[src/rtl/ps2_pkg.sv]
// Shared FSM state, PS/2 set-2 prefix/modifier codes and the scan-code to ASCII translator.
// Pure combinational helper; no latency or flow control lives here.
package ps2_pkg;

  typedef enum logic [1:0] {READY, DECODE, PUSH} state_t;

  typedef struct packed {
    logic       valid;
    logic [6:0] ascii;
  } xlat_t;

  localparam logic [7:0] CODE_BREAK   = 8'hF0;
  localparam logic [7:0] CODE_EXT     = 8'hE0;
  localparam logic [7:0] CODE_SHIFT_L = 8'h12;
  localparam logic [7:0] CODE_SHIFT_R = 8'h59;
  localparam logic [7:0] CODE_CTRL    = 8'h14;
  localparam logic [7:0] CODE_CAPS    = 8'h58;
  localparam logic [7:0] CODE_DEL     = 8'h71;

  function automatic xlat_t ps2_xlat(input logic [7:0] code, input logic shift,
                                     input logic caps, input logic ctrl, input logic e0);
    logic       v;
    logic [6:0] a;
    logic [6:0] letter;
    v = 1'b0;
    a = 7'h00;
    letter = 7'h00;
    if (e0) begin
      if (code == CODE_DEL) {v, a} = {1'b1, 7'h7F};
    end else begin
      case (code)
        8'h1C: letter = 7'h61;  8'h32: letter = 7'h62;  8'h21: letter = 7'h63;
        8'h23: letter = 7'h64;  8'h24: letter = 7'h65;  8'h2B: letter = 7'h66;
        8'h34: letter = 7'h67;  8'h33: letter = 7'h68;  8'h43: letter = 7'h69;
        8'h3B: letter = 7'h6A;  8'h42: letter = 7'h6B;  8'h4B: letter = 7'h6C;
        8'h3A: letter = 7'h6D;  8'h31: letter = 7'h6E;  8'h44: letter = 7'h6F;
        8'h4D: letter = 7'h70;  8'h15: letter = 7'h71;  8'h2D: letter = 7'h72;
        8'h1B: letter = 7'h73;  8'h2C: letter = 7'h74;  8'h3C: letter = 7'h75;
        8'h2A: letter = 7'h76;  8'h1D: letter = 7'h77;  8'h22: letter = 7'h78;
        8'h35: letter = 7'h79;  8'h1A: letter = 7'h7A;
        8'h16: {v, a} = {1'b1, shift ? 7'h21 : 7'h31};
        8'h1E: {v, a} = {1'b1, shift ? 7'h40 : 7'h32};
        8'h26: {v, a} = {1'b1, shift ? 7'h23 : 7'h33};
        8'h25: {v, a} = {1'b1, shift ? 7'h24 : 7'h34};
        8'h2E: {v, a} = {1'b1, shift ? 7'h25 : 7'h35};
        8'h36: {v, a} = {1'b1, shift ? 7'h5E : 7'h36};
        8'h3D: {v, a} = {1'b1, shift ? 7'h26 : 7'h37};
        8'h3E: {v, a} = {1'b1, shift ? 7'h2A : 7'h38};
        8'h46: {v, a} = {1'b1, shift ? 7'h28 : 7'h39};
        8'h45: {v, a} = {1'b1, shift ? 7'h29 : 7'h30};
        8'h0E: {v, a} = {1'b1, shift ? 7'h7E : 7'h60};
        8'h4E: {v, a} = {1'b1, shift ? 7'h5F : 7'h2D};
        8'h55: {v, a} = {1'b1, shift ? 7'h2B : 7'h3D};
        8'h54: {v, a} = {1'b1, shift ? 7'h7B : 7'h5B};
        8'h5B: {v, a} = {1'b1, shift ? 7'h7D : 7'h5D};
        8'h5D: {v, a} = {1'b1, shift ? 7'h7C : 7'h5C};
        8'h4C: {v, a} = {1'b1, shift ? 7'h3A : 7'h3B};
        8'h52: {v, a} = {1'b1, shift ? 7'h22 : 7'h27};
        8'h41: {v, a} = {1'b1, shift ? 7'h3C : 7'h2C};
        8'h49: {v, a} = {1'b1, shift ? 7'h3E : 7'h2E};
        8'h4A: {v, a} = {1'b1, shift ? 7'h3F : 7'h2F};
        8'h29: {v, a} = {1'b1, 7'h20};
        8'h66: {v, a} = {1'b1, 7'h08};
        8'h0D: {v, a} = {1'b1, 7'h09};
        8'h5A: {v, a} = {1'b1, 7'h0D};
        8'h76: {v, a} = {1'b1, 7'h1B};
        default: ;
      endcase
    end
    // Ctrl takes precedence over case so ctrl+letter always yields a control code.
    if (letter != 7'h00) begin
      v = 1'b1;
      if (ctrl)              a = letter - 7'h60;
      else if (shift ^ caps) a = letter - 7'h20;
      else                   a = letter;
    end
    return {v, a};
  endfunction

endpackage

[src/rtl/ascii_fifo.sv]
// Registered-pointer queue, head shown combinationally (write visible next cycle).
// Full push without a same-cycle pop is dropped and flags a sticky overflow.
module ascii_fifo #(
  parameter int DEPTH = 8,
  parameter int WIDTH = 8
) (
  input  logic                     clk,
  input  logic                     rst,
  input  logic                     push,
  input  logic [WIDTH-1:0]         data,
  input  logic                     pop,
  input  logic                     clr_ovf,
  output logic [WIDTH-1:0]         head,
  output logic                     valid,
  output logic [$clog2(DEPTH):0]   fill,
  output logic                     overflow
);
  localparam int AW = $clog2(DEPTH);

  logic [WIDTH-1:0] mem [DEPTH];
  logic [AW:0]      wr_ptr, rd_ptr;
  logic             empty, full, do_push, do_pop;

  assign fill    = wr_ptr - rd_ptr;
  assign empty   = (fill == '0);
  assign full    = (fill == (AW+1)'(DEPTH));
  assign do_pop  = pop && !empty;
  assign do_push = push && (!full || do_pop);
  assign valid   = !empty;
  assign head    = empty ? '0 : mem[rd_ptr[AW-1:0]];

  always_ff @(posedge clk) begin
    if (do_push) mem[wr_ptr[AW-1:0]] <= data;
  end

  always_ff @(posedge clk or posedge rst) begin
    if (rst) begin
      wr_ptr   <= '0;
      rd_ptr   <= '0;
      overflow <= 1'b0;
    end else begin
      if (do_push) wr_ptr <= wr_ptr + 1'b1;
      if (do_pop)  rd_ptr <= rd_ptr + 1'b1;
      // A fresh drop wins over a clear in the same cycle.
      if (push && !do_push) overflow <= 1'b1;
      else if (clr_ovf)     overflow <= 1'b0;
    end
  end
endmodule

[src/rtl/ps2_ascii_buffer.sv]
// PS/2 scan codes to queued ASCII; event at edge k gives ascii_valid after edge k+2 on an empty queue.
// Consumer pops with ascii_ready; a full queue drops new entries and sets overflow.
module ps2_ascii_buffer
  import ps2_pkg::*;
#(
  parameter int FIFO_DEPTH = 8,
  parameter int EMIT_BREAK = 0,
  parameter int CTRL_EN    = 1
) (
  input  logic                          clk,
  input  logic                          rst,
  input  logic                          ps2_code_new,
  input  logic [7:0]                    ps2_code,
  output logic                          ascii_valid,
  output logic [7:0]                    ascii_code,
  input  logic                          ascii_ready,
  output logic [$clog2(FIFO_DEPTH):0]   fill,
  output logic                          overflow,
  input  logic                          ovf_clr,
  output logic                          caps_lock,
  output logic [2:0]                    mods
);
  state_t     state;
  logic       prev_new, break_flag, e0_flag;
  logic       shift_l, shift_r, ctrl_l, ctrl_r;
  logic       shift_any, ctrl_any, push_en;
  logic [7:0] code_q, push_data;
  xlat_t      tr;

  assign shift_any = shift_l | shift_r;
  assign ctrl_any  = ctrl_l | ctrl_r;
  assign mods      = {ctrl_any, shift_any, e0_flag};

  always_comb tr = ps2_xlat(code_q, shift_any, caps_lock, ctrl_any && (CTRL_EN != 0), e0_flag);

  always_ff @(posedge clk or posedge rst) begin
    if (rst) begin
      state      <= READY;
      prev_new   <= 1'b1;
      break_flag <= 1'b0;
      e0_flag    <= 1'b0;
      shift_l    <= 1'b0;
      shift_r    <= 1'b0;
      ctrl_l     <= 1'b0;
      ctrl_r     <= 1'b0;
      caps_lock  <= 1'b0;
      code_q     <= 8'h00;
      push_en    <= 1'b0;
      push_data  <= 8'h00;
    end else begin
      prev_new <= ps2_code_new;
      push_en  <= 1'b0;
      case (state)
        READY: if (ps2_code_new && !prev_new) begin
          code_q <= ps2_code;
          state  <= DECODE;
        end
        DECODE: begin
          if (code_q == CODE_BREAK) begin
            break_flag <= 1'b1;
            state      <= READY;
          end else if (code_q == CODE_EXT) begin
            e0_flag <= 1'b1;
            state   <= READY;
          end else begin
            case (code_q)
              CODE_SHIFT_L: shift_l <= ~break_flag;
              CODE_SHIFT_R: shift_r <= ~break_flag;
              CODE_CTRL: if (e0_flag) ctrl_r <= ~break_flag; else ctrl_l <= ~break_flag;
              CODE_CAPS: if (!break_flag) caps_lock <= ~caps_lock;
              default: ;
            endcase
            push_en    <= tr.valid && (!break_flag || (EMIT_BREAK != 0));
            push_data  <= {break_flag, tr.ascii};
            break_flag <= 1'b0;
            e0_flag    <= 1'b0;
            state      <= PUSH;
          end
        end
        PUSH:    state <= READY;
        default: state <= READY;
      endcase
    end
  end

  ascii_fifo #(.DEPTH(FIFO_DEPTH), .WIDTH(8)) u_fifo (
    .clk      (clk),
    .rst      (rst),
    .push     (push_en),
    .data     (push_data),
    .pop      (ascii_ready),
    .clr_ovf  (ovf_clr),
    .head     (ascii_code),
    .valid    (ascii_valid),
    .fill     (fill),
    .overflow (overflow)
  );
endmodule
[config.mk]
export PLATFORM = sky130hd
export DESIGN_NAME = ps2_ascii_buffer
export DESIGN_NICKNAME = d
export VERILOG_FILES = /design/src/rtl/ps2_pkg.sv /design/src/rtl/ascii_fifo.sv /design/src/rtl/ps2_ascii_buffer.sv
export SDC_FILE = /design/constraint.sdc
export NUM_CORES = 1
export LEC_CHECK = 0
export ABC_AREA = 0
export CORE_MARGIN = 4
export CORE_UTILIZATION = 40
export CTS_BUF_LIST = sky130_fd_sc_hd__clkbuf_8
export DETAILED_ROUTE_END_ITERATION = 12
export SKIP_CTS_REPAIR_TIMING = 1
export SYNTH_ARGS = -nofsm -noshare
export SYNTH_HDL_FRONTEND = slang
export SYNTH_SLANG_ARGS = --single-unit
[constraint.sdc]
create_clock -name clk -period 3.3 [get_ports clk]
set_input_delay 0.495 -clock clk [delete_from_list [all_inputs] [get_ports clk]]
set_output_delay 0.495 -clock clk [all_outputs]
set_load 0.03 [all_outputs]
==> results.cfg, run 1 <==
[power_and_ir_drop]
p_seq_share_pct = 35.4
power_density_nw_per_um2 = 749
leakage_nw = 2.34
comb_power_share_pct = 46.8
netSwitchingFraction_pct = 40.8
p_int_mw = 2.81
ir_drop_mv = 0.363
clkPwrFrac_pct = 17.8
switchingPower_mw = 1.94
p_total_mw = 4.74

[logic_synthesis]
synth_edf_count = 64
synth_top_flop_cell = edfxtp_1
yosysTopAreaCell = edfxtp_1
synthArstFlopShare_pct = 36.0
synth-seq-area-share_pct = 51.4
yosysTopAreaCellShare_pct = 35.0
synth.top_cells.by_area = edfxtp_1, dfrtp_1, mux4_2
ys_warn_count = 0
ys_seq_elements = 100
synth_nets = 480
synth_cell_types = 85
syn_avg_cell_area_um2 = 11.9
syn_area_um2 = 5490
synth_cells = 460

[layout]
syn_to_final_growth_pct = 15.3
nets = 517
most-common-layout-cells = edfxtp_1, nand2_1, dfrtp_1, buf_4
layout_commonest_cell = edfxtp_1
finalInstanceArea_um2 = 6330
diodes = 0
drive_above_1_share_pct = 22.9

[worst_setup_path]
rrSetupSlack_ns = 0.27
cp.required_ns = 2.80
critPathLaunch = u_fifo.wr_ptr[0]
crit_end = ascii_code[0]
worstSetupStartpointType = flip-flop
path_max_fanout = 7
r2r-start = u_fifo.wr_ptr[0]
regToRegEndpoint = u_fifo.mem[6][2]
cp.arrival_ns = 2.65
critPathCaptureType = primary output
r2r_cells = 9
critical_path_class = flip-flop to primary output

[timing]
finalSetupViolCount = 0
fin_crit_sh_pct = 95.3
tightestPinTransition_ns = 0.812
fin_ws_ns = 0.154
fmax_mhz = 318
rsz0062_at_grt = false
hold_viol = 0
slew_violations = 0
relSlewSlack_pct = 45.6
whs_ns = 0.490
fin_crit_ns = 3.15
clock_skew_ns = 0.00723

[routing]
drtPass1Iterations = 5
ant_nets = 0
drtIter0Drc = 336
via_per_inst = 5.86
totalWireLength_um = 13300
vias = 3972
drt-wirelength-per-cell_um = 19.7
route.detailed.drc = 0

[die]
dieArea_um2 = 15700
core_area_um2 = 13300
die_h_um = 125
num_io_pins = 31
rows = 42
start_util_pct = 41.2
dieWidth_um = 125

[clocking]
ctsRootBufferMaster = clkbuf_8
cts_sinks = 100
htree_levels = 3
cts_max_path_buffers = 2
cts_buffers = 9
clock_latency_ns = 0.36
cts_tree = yes
path_clk_slew_ns = 0.11

[global_route]
gr-usage-all-layers_pct = 17.2
grt_pass1_wl_um = 21300
antenna_found_initial = 0
grt_max_degree = 23
grt_pass1_vias = 3864
gr-total-overflow = 0

[outcome]
status = finished clean

[place]
post-place-ws_ns = 0.235
hpwl_um = 9680
place_congestion = 0.959
placed_cell_area_um2 = 6090
portBuffers = 30

[min_path]
hp-class = flip-flop to flip-flop

[job]
max-cap-violations = 0
==> flip-flops by register name, indices dropped and copies added (netlist names) <==
| register | cells |
|---|---|
| e0_flag | 1 |
| ctrl_l | 1 |
| code_q | 8 |
| u_fifo.overflow | 1 |
| shift_l | 1 |
| caps_lock | 1 |
| u_fifo.rd_ptr | 4 |
| prev_new | 1 |
| u_fifo.wr_ptr | 4 |
| shift_r | 1 |
| push_en | 1 |
| ctrl_r | 1 |
| push_data | 8 |
| state | 2 |
| break_flag | 1 |
| u_fifo.mem | 64 |
==> power by group through the flow <==
stage / logic, mW / registers [mW] / clock network [mW]
finish: 2.22 / 1.68 / 0.844
detailed placement: 2.23 / 1.71 / 0
CTS: 2.24 / 1.68 / 0.874
global route: 2.40 / 1.70 / 0.930
global placement: 2.22 / 1.70 / 0
floorplan: 1.63 / 1.57 / 0
==> metal layers <==
layer  part of all wire, %  GRT usage (%)  wire, um
met1                    46           25.0      6120
met3                   7.3           3.84       966
met5                     0              0         0
met4                   1.9           5.61       259
met2                    45           25.6      5980
==> through the flow <==
stage	cells	TNS (ns)	util (%)
floorplan	460	-0.711	-
global placement	661	0	45.6
detailed placement	661	0	45.6
finish	678	0	47.5
CTS	677	-0.982	47.3
global route	678	0	47.5
==> synthesized netlist by cell type, types with 3 or more instances <==
| master | count |
|---|---|
| a21oi_1 | 27 |
| a221oi_1 | 3 |
| a22o_1 | 3 |
| a22oi_1 | 4 |
| a2bb2oi_1 | 3 |
| a31oi_1 | 9 |
| a41oi_1 | 3 |
| and3_1 | 3 |
| buf_2 | 19 |
| buf_4 | 8 |
| clkbuf_1 | 7 |
| dfrtp_1 | 35 |
| edfxtp_1 | 64 |
| ha_1 | 6 |
| inv_1 | 14 |
| mux2_2 | 6 |
| mux4_2 | 16 |
| nand2_1 | 46 |
| nand2b_1 | 9 |
| nand3_1 | 8 |
| nand4_1 | 4 |
| nand4bb_1 | 4 |
| nor2_1 | 23 |
| nor2b_1 | 8 |
| nor3_1 | 10 |
| nor3_2 | 3 |
| nor3b_1 | 3 |
| nor4_1 | 4 |
| nor4b_4 | 3 |
| nor4bb_1 | 4 |
| o21ai_0 | 18 |
| o31ai_1 | 3 |
| or2_2 | 3 |
| or4b_1 | 4 |
| xnor2_1 | 10 |
==> critical path, cell delays in order, from the launching register on <==
cell and delay (ns):
dfrtp_1 0.39, inv_1 0.09, ha_1 0.22, fa_1 0.53, inv_1 0.05, or3_1 0.37, nor2_2 0.09, buf_4 0.18
buf_4 0.16, a21oi_2 0.04, buf_4 0.16
==> layout make-up <==
cell class | count | area (um2)
Timing Repair Buffer | 62 | 548
Fill cell | 1208 | 7010
Clock inverter | 7 | 97.6
Inverter | 17 | 63.8
Sequential cell | 100 | 2820
Multi-Input combinational cell | 307 | 2460
Tap cell | 176 | 220
Clock buffer | 9 | 124
==> logic make-up (layout without fill, tap and decap cells) <==
logic type / after synthesis / in the layout / synth area share, %
simple gates: 161 / 161 / 18.5
compound gates: 103 / 103 / 13.6
flops: 100 / 100 / 51.4
buf+inv: 53 / 95 / 4.74
mux: 24 / 24 / 8.18
xor+xnor: 12 / 12 / 1.91
fa+ha+maj: 7 / 7 / 1.73
==> worst min path at each step <==
stage	from	endpoint	slack, ns	depth (start not counted)
global route	ctrl_r	ctrl_r	0.53	2
detailed placement	ctrl_r	ctrl_r	0.48	2
global placement	ctrl_r	ctrl_r	0.47	2
floorplan	ctrl_r	ctrl_r	0.44	2
finish	ctrl_r	ctrl_r	0.49	2
CTS	ctrl_r	ctrl_r	0.50	2
No activity file was read; power rests on OpenSTA's default activity.
==> inputs of run 2 (changes only) <==
--- a/config.mk
+++ b/config.mk
@@ -10,6 +10,7 @@
 export CORE_UTILIZATION = 40
 export CTS_BUF_LIST = sky130_fd_sc_hd__clkbuf_8
 export DETAILED_ROUTE_END_ITERATION = 12
+export GPL_TIMING_DRIVEN = 0
 export SKIP_CTS_REPAIR_TIMING = 1
 export SYNTH_ARGS = -nofsm -noshare
 export SYNTH_HDL_FRONTEND = slang
==> run 2 against run 1 <==
  * Routed wire length increased by 5.5%
  * Clock power decreased by 4.0%
  * First-iteration DRC count up 37%
==> results.cfg, run 2 (same netlist as run 1, synthesis figures left out) <==
[outcome]
status = finished clean

[clocking]
cts_max_path_buffers = 2
path_clk_slew_ns = 0.11
ctsRootBufferMaster = clkbuf_8
cts_sinks = 100
cts_tree = yes
htree_levels = 3
cts_buffers = 9
clock_latency_ns = 0.39

[routing]
via_per_inst = 5.89
vias = 4042
ant_nets = 0
route.detailed.drc = 0
drtIter0Drc = 459
met3_length_um = 836
top_layer_used = met4
wl_met2_um = 6160
totalWireLength_um = 14100
drtPass1Iterations = 5
drt-wirelength-per-cell_um = 20.5
met1_length_um = 6860

[power_and_ir_drop]
leakage_nw = 2.29
p_total_mw = 4.78
p_seq_share_pct = 33.2
netSwitchingFraction_pct = 43.0
comb_power_share_pct = 49.8
p_int_mw = 2.73
power_density_nw_per_um2 = 754
clkPwrFrac_pct = 17.0
ir_drop_mv = 0.470
switchingPower_mw = 2.05

[die]
start_util_pct = 41.2
num_io_pins = 31
rows = 42
dieWidth_um = 125
core_area_um2 = 13300
dieArea_um2 = 15700
die_h_um = 125

[worst_setup_path]
cp.required_ns = 2.80
critPathCaptureType = primary output
r2r_cells = 9
regToRegEndpoint = u_fifo.mem[6][1]
crit_end = ascii_code[5]
worstSetupStartpointType = flip-flop
cp.arrival_ns = 2.67
critical_path_class = flip-flop to primary output
rrSetupSlack_ns = 0.19
critPathLaunch = u_fifo.wr_ptr[0]
r2r-start = u_fifo.wr_ptr[0]
path_max_fanout = 8

[job]
max-cap-violations = 0

[layout]
n_fill_cell = 1229
largest_register_ffs = 64
nets = 525
layout_commonest_cell = edfxtp_1
drive_above_1_share_pct = 26.1
most-common-layout-cells = edfxtp_1, nand2_1, dfrtp_1
diodes = 0
syn_to_final_growth_pct = 15.3
final_cells = 686

[global_route]
grt_pass1_vias = 3890
grt_pass1_wl_um = 22500
gr-usage-all-layers_pct = 18.4
grt_max_degree = 37
antenna_found_initial = 0
gr-total-overflow = 0

[timing]
fin_crit_sh_pct = 96.0
hold_viol = 0
fmax_mhz = 316
relSlewSlack_pct = 46.2
tightestPinTransition_ns = 0.804
slew_violations = 0
fin_crit_ns = 3.17
finalSetupViolCount = 0
clock_skew_ns = 0.0153

[place]
portBuffers = 30
place_congestion = 0.891
hpwl_um = 10000
post-place-cells = 666

[min_path]
hp-class = flip-flop to flip-flop
run 2: cell count changes in the layout (fill, tap and decap cells not counted), sizes merged:
cell           delta
clkinvlp          +1
clkdlybuf4s50     -1
bufinv            -1
clkbuf           +13
dlymetal6s2s      -4
run 2: worst min-delay path by stage:
stage	start	to	slack, ns	depth (start not counted)
floorplan	ctrl_r	ctrl_r	0.44	2
global placement	ctrl_r	ctrl_r	0.46	2
detailed placement	ctrl_r	ctrl_r	0.48	2
CTS	ctrl_r	ctrl_r	0.50	2
global route	ps2_code_new	prev_new	0.52	1
finish	ctrl_r	ctrl_r	0.49	2
run 2: critical path: stages (launching register included):
cell      delay, ns
dfrtp_1        0.41
inv_1          0.11
ha_1           0.22
fa_1           0.54
inv_1          0.05
or3_1          0.40
nor2_4         0.18
buf_12         0.15
a21oi_2        0.04
clkbuf_2       0.18
run 2: metrics by stage:
step / worst slack [ns] / TNS (ns) / hold slack [ns] / instance area (um2) / utilization, %
6_report: 0.131 / 0 / 0.490 / 6340 / 47.5
5_1_grt: -0.00235 / -0.00235 / 0.516 / 6340 / 47.5
4_1_cts: -1.50 / -55.69 / 0.498 / 6260 / 46.9
3_5_place_dp: -1.02 / -47.64 / 0.476 / 6050 / 45.3
3_3_place_gp: -0.988 / -45.50 / 0.464 / 6050 / 45.3
2_1_floorplan: -0.0889 / -0.711 / 0.442 / 5530 / -
run 2: final cells by class:
type / instances / area [um2] / share of cell area, %
plain buffers: 36 / 211 / 3.34
multi-input cells: 307 / 2490 / 39.4
flip-flops and latches: 100 / 2820 / 44.6
repair buffers: 34 / 308 / 4.86
clock inverters: 7 / 86.3 / 1.36
inverters: 17 / 67.6 / 1.07
well taps: 176 / 220 / 3.48
clock buffers: 9 / 124 / 1.95
run 2: metal layers:
| metal | vias to the layer above | GRT usage [%] |
|---|---|---|
| met1 | 2017 | 28.2 |
| met3 | 17 | 3.41 |
| met2 | 158 | 26.3 |
| li1 | 1850 | - |
| met4 | 0 | 5.80 |
| met5 | - | 0 |
run 2: power by group through the flow:
stage	clock, mW	sequential, mW	combinational (mW)
6_report	0.810	1.59	2.38
4_1_cts	0.833	1.58	2.32
3_3_place_gp	0	1.60	2.31
5_1_grt	0.894	1.61	2.56
2_1_floorplan	0	1.57	1.63
3_5_place_dp	0	1.61	2.32
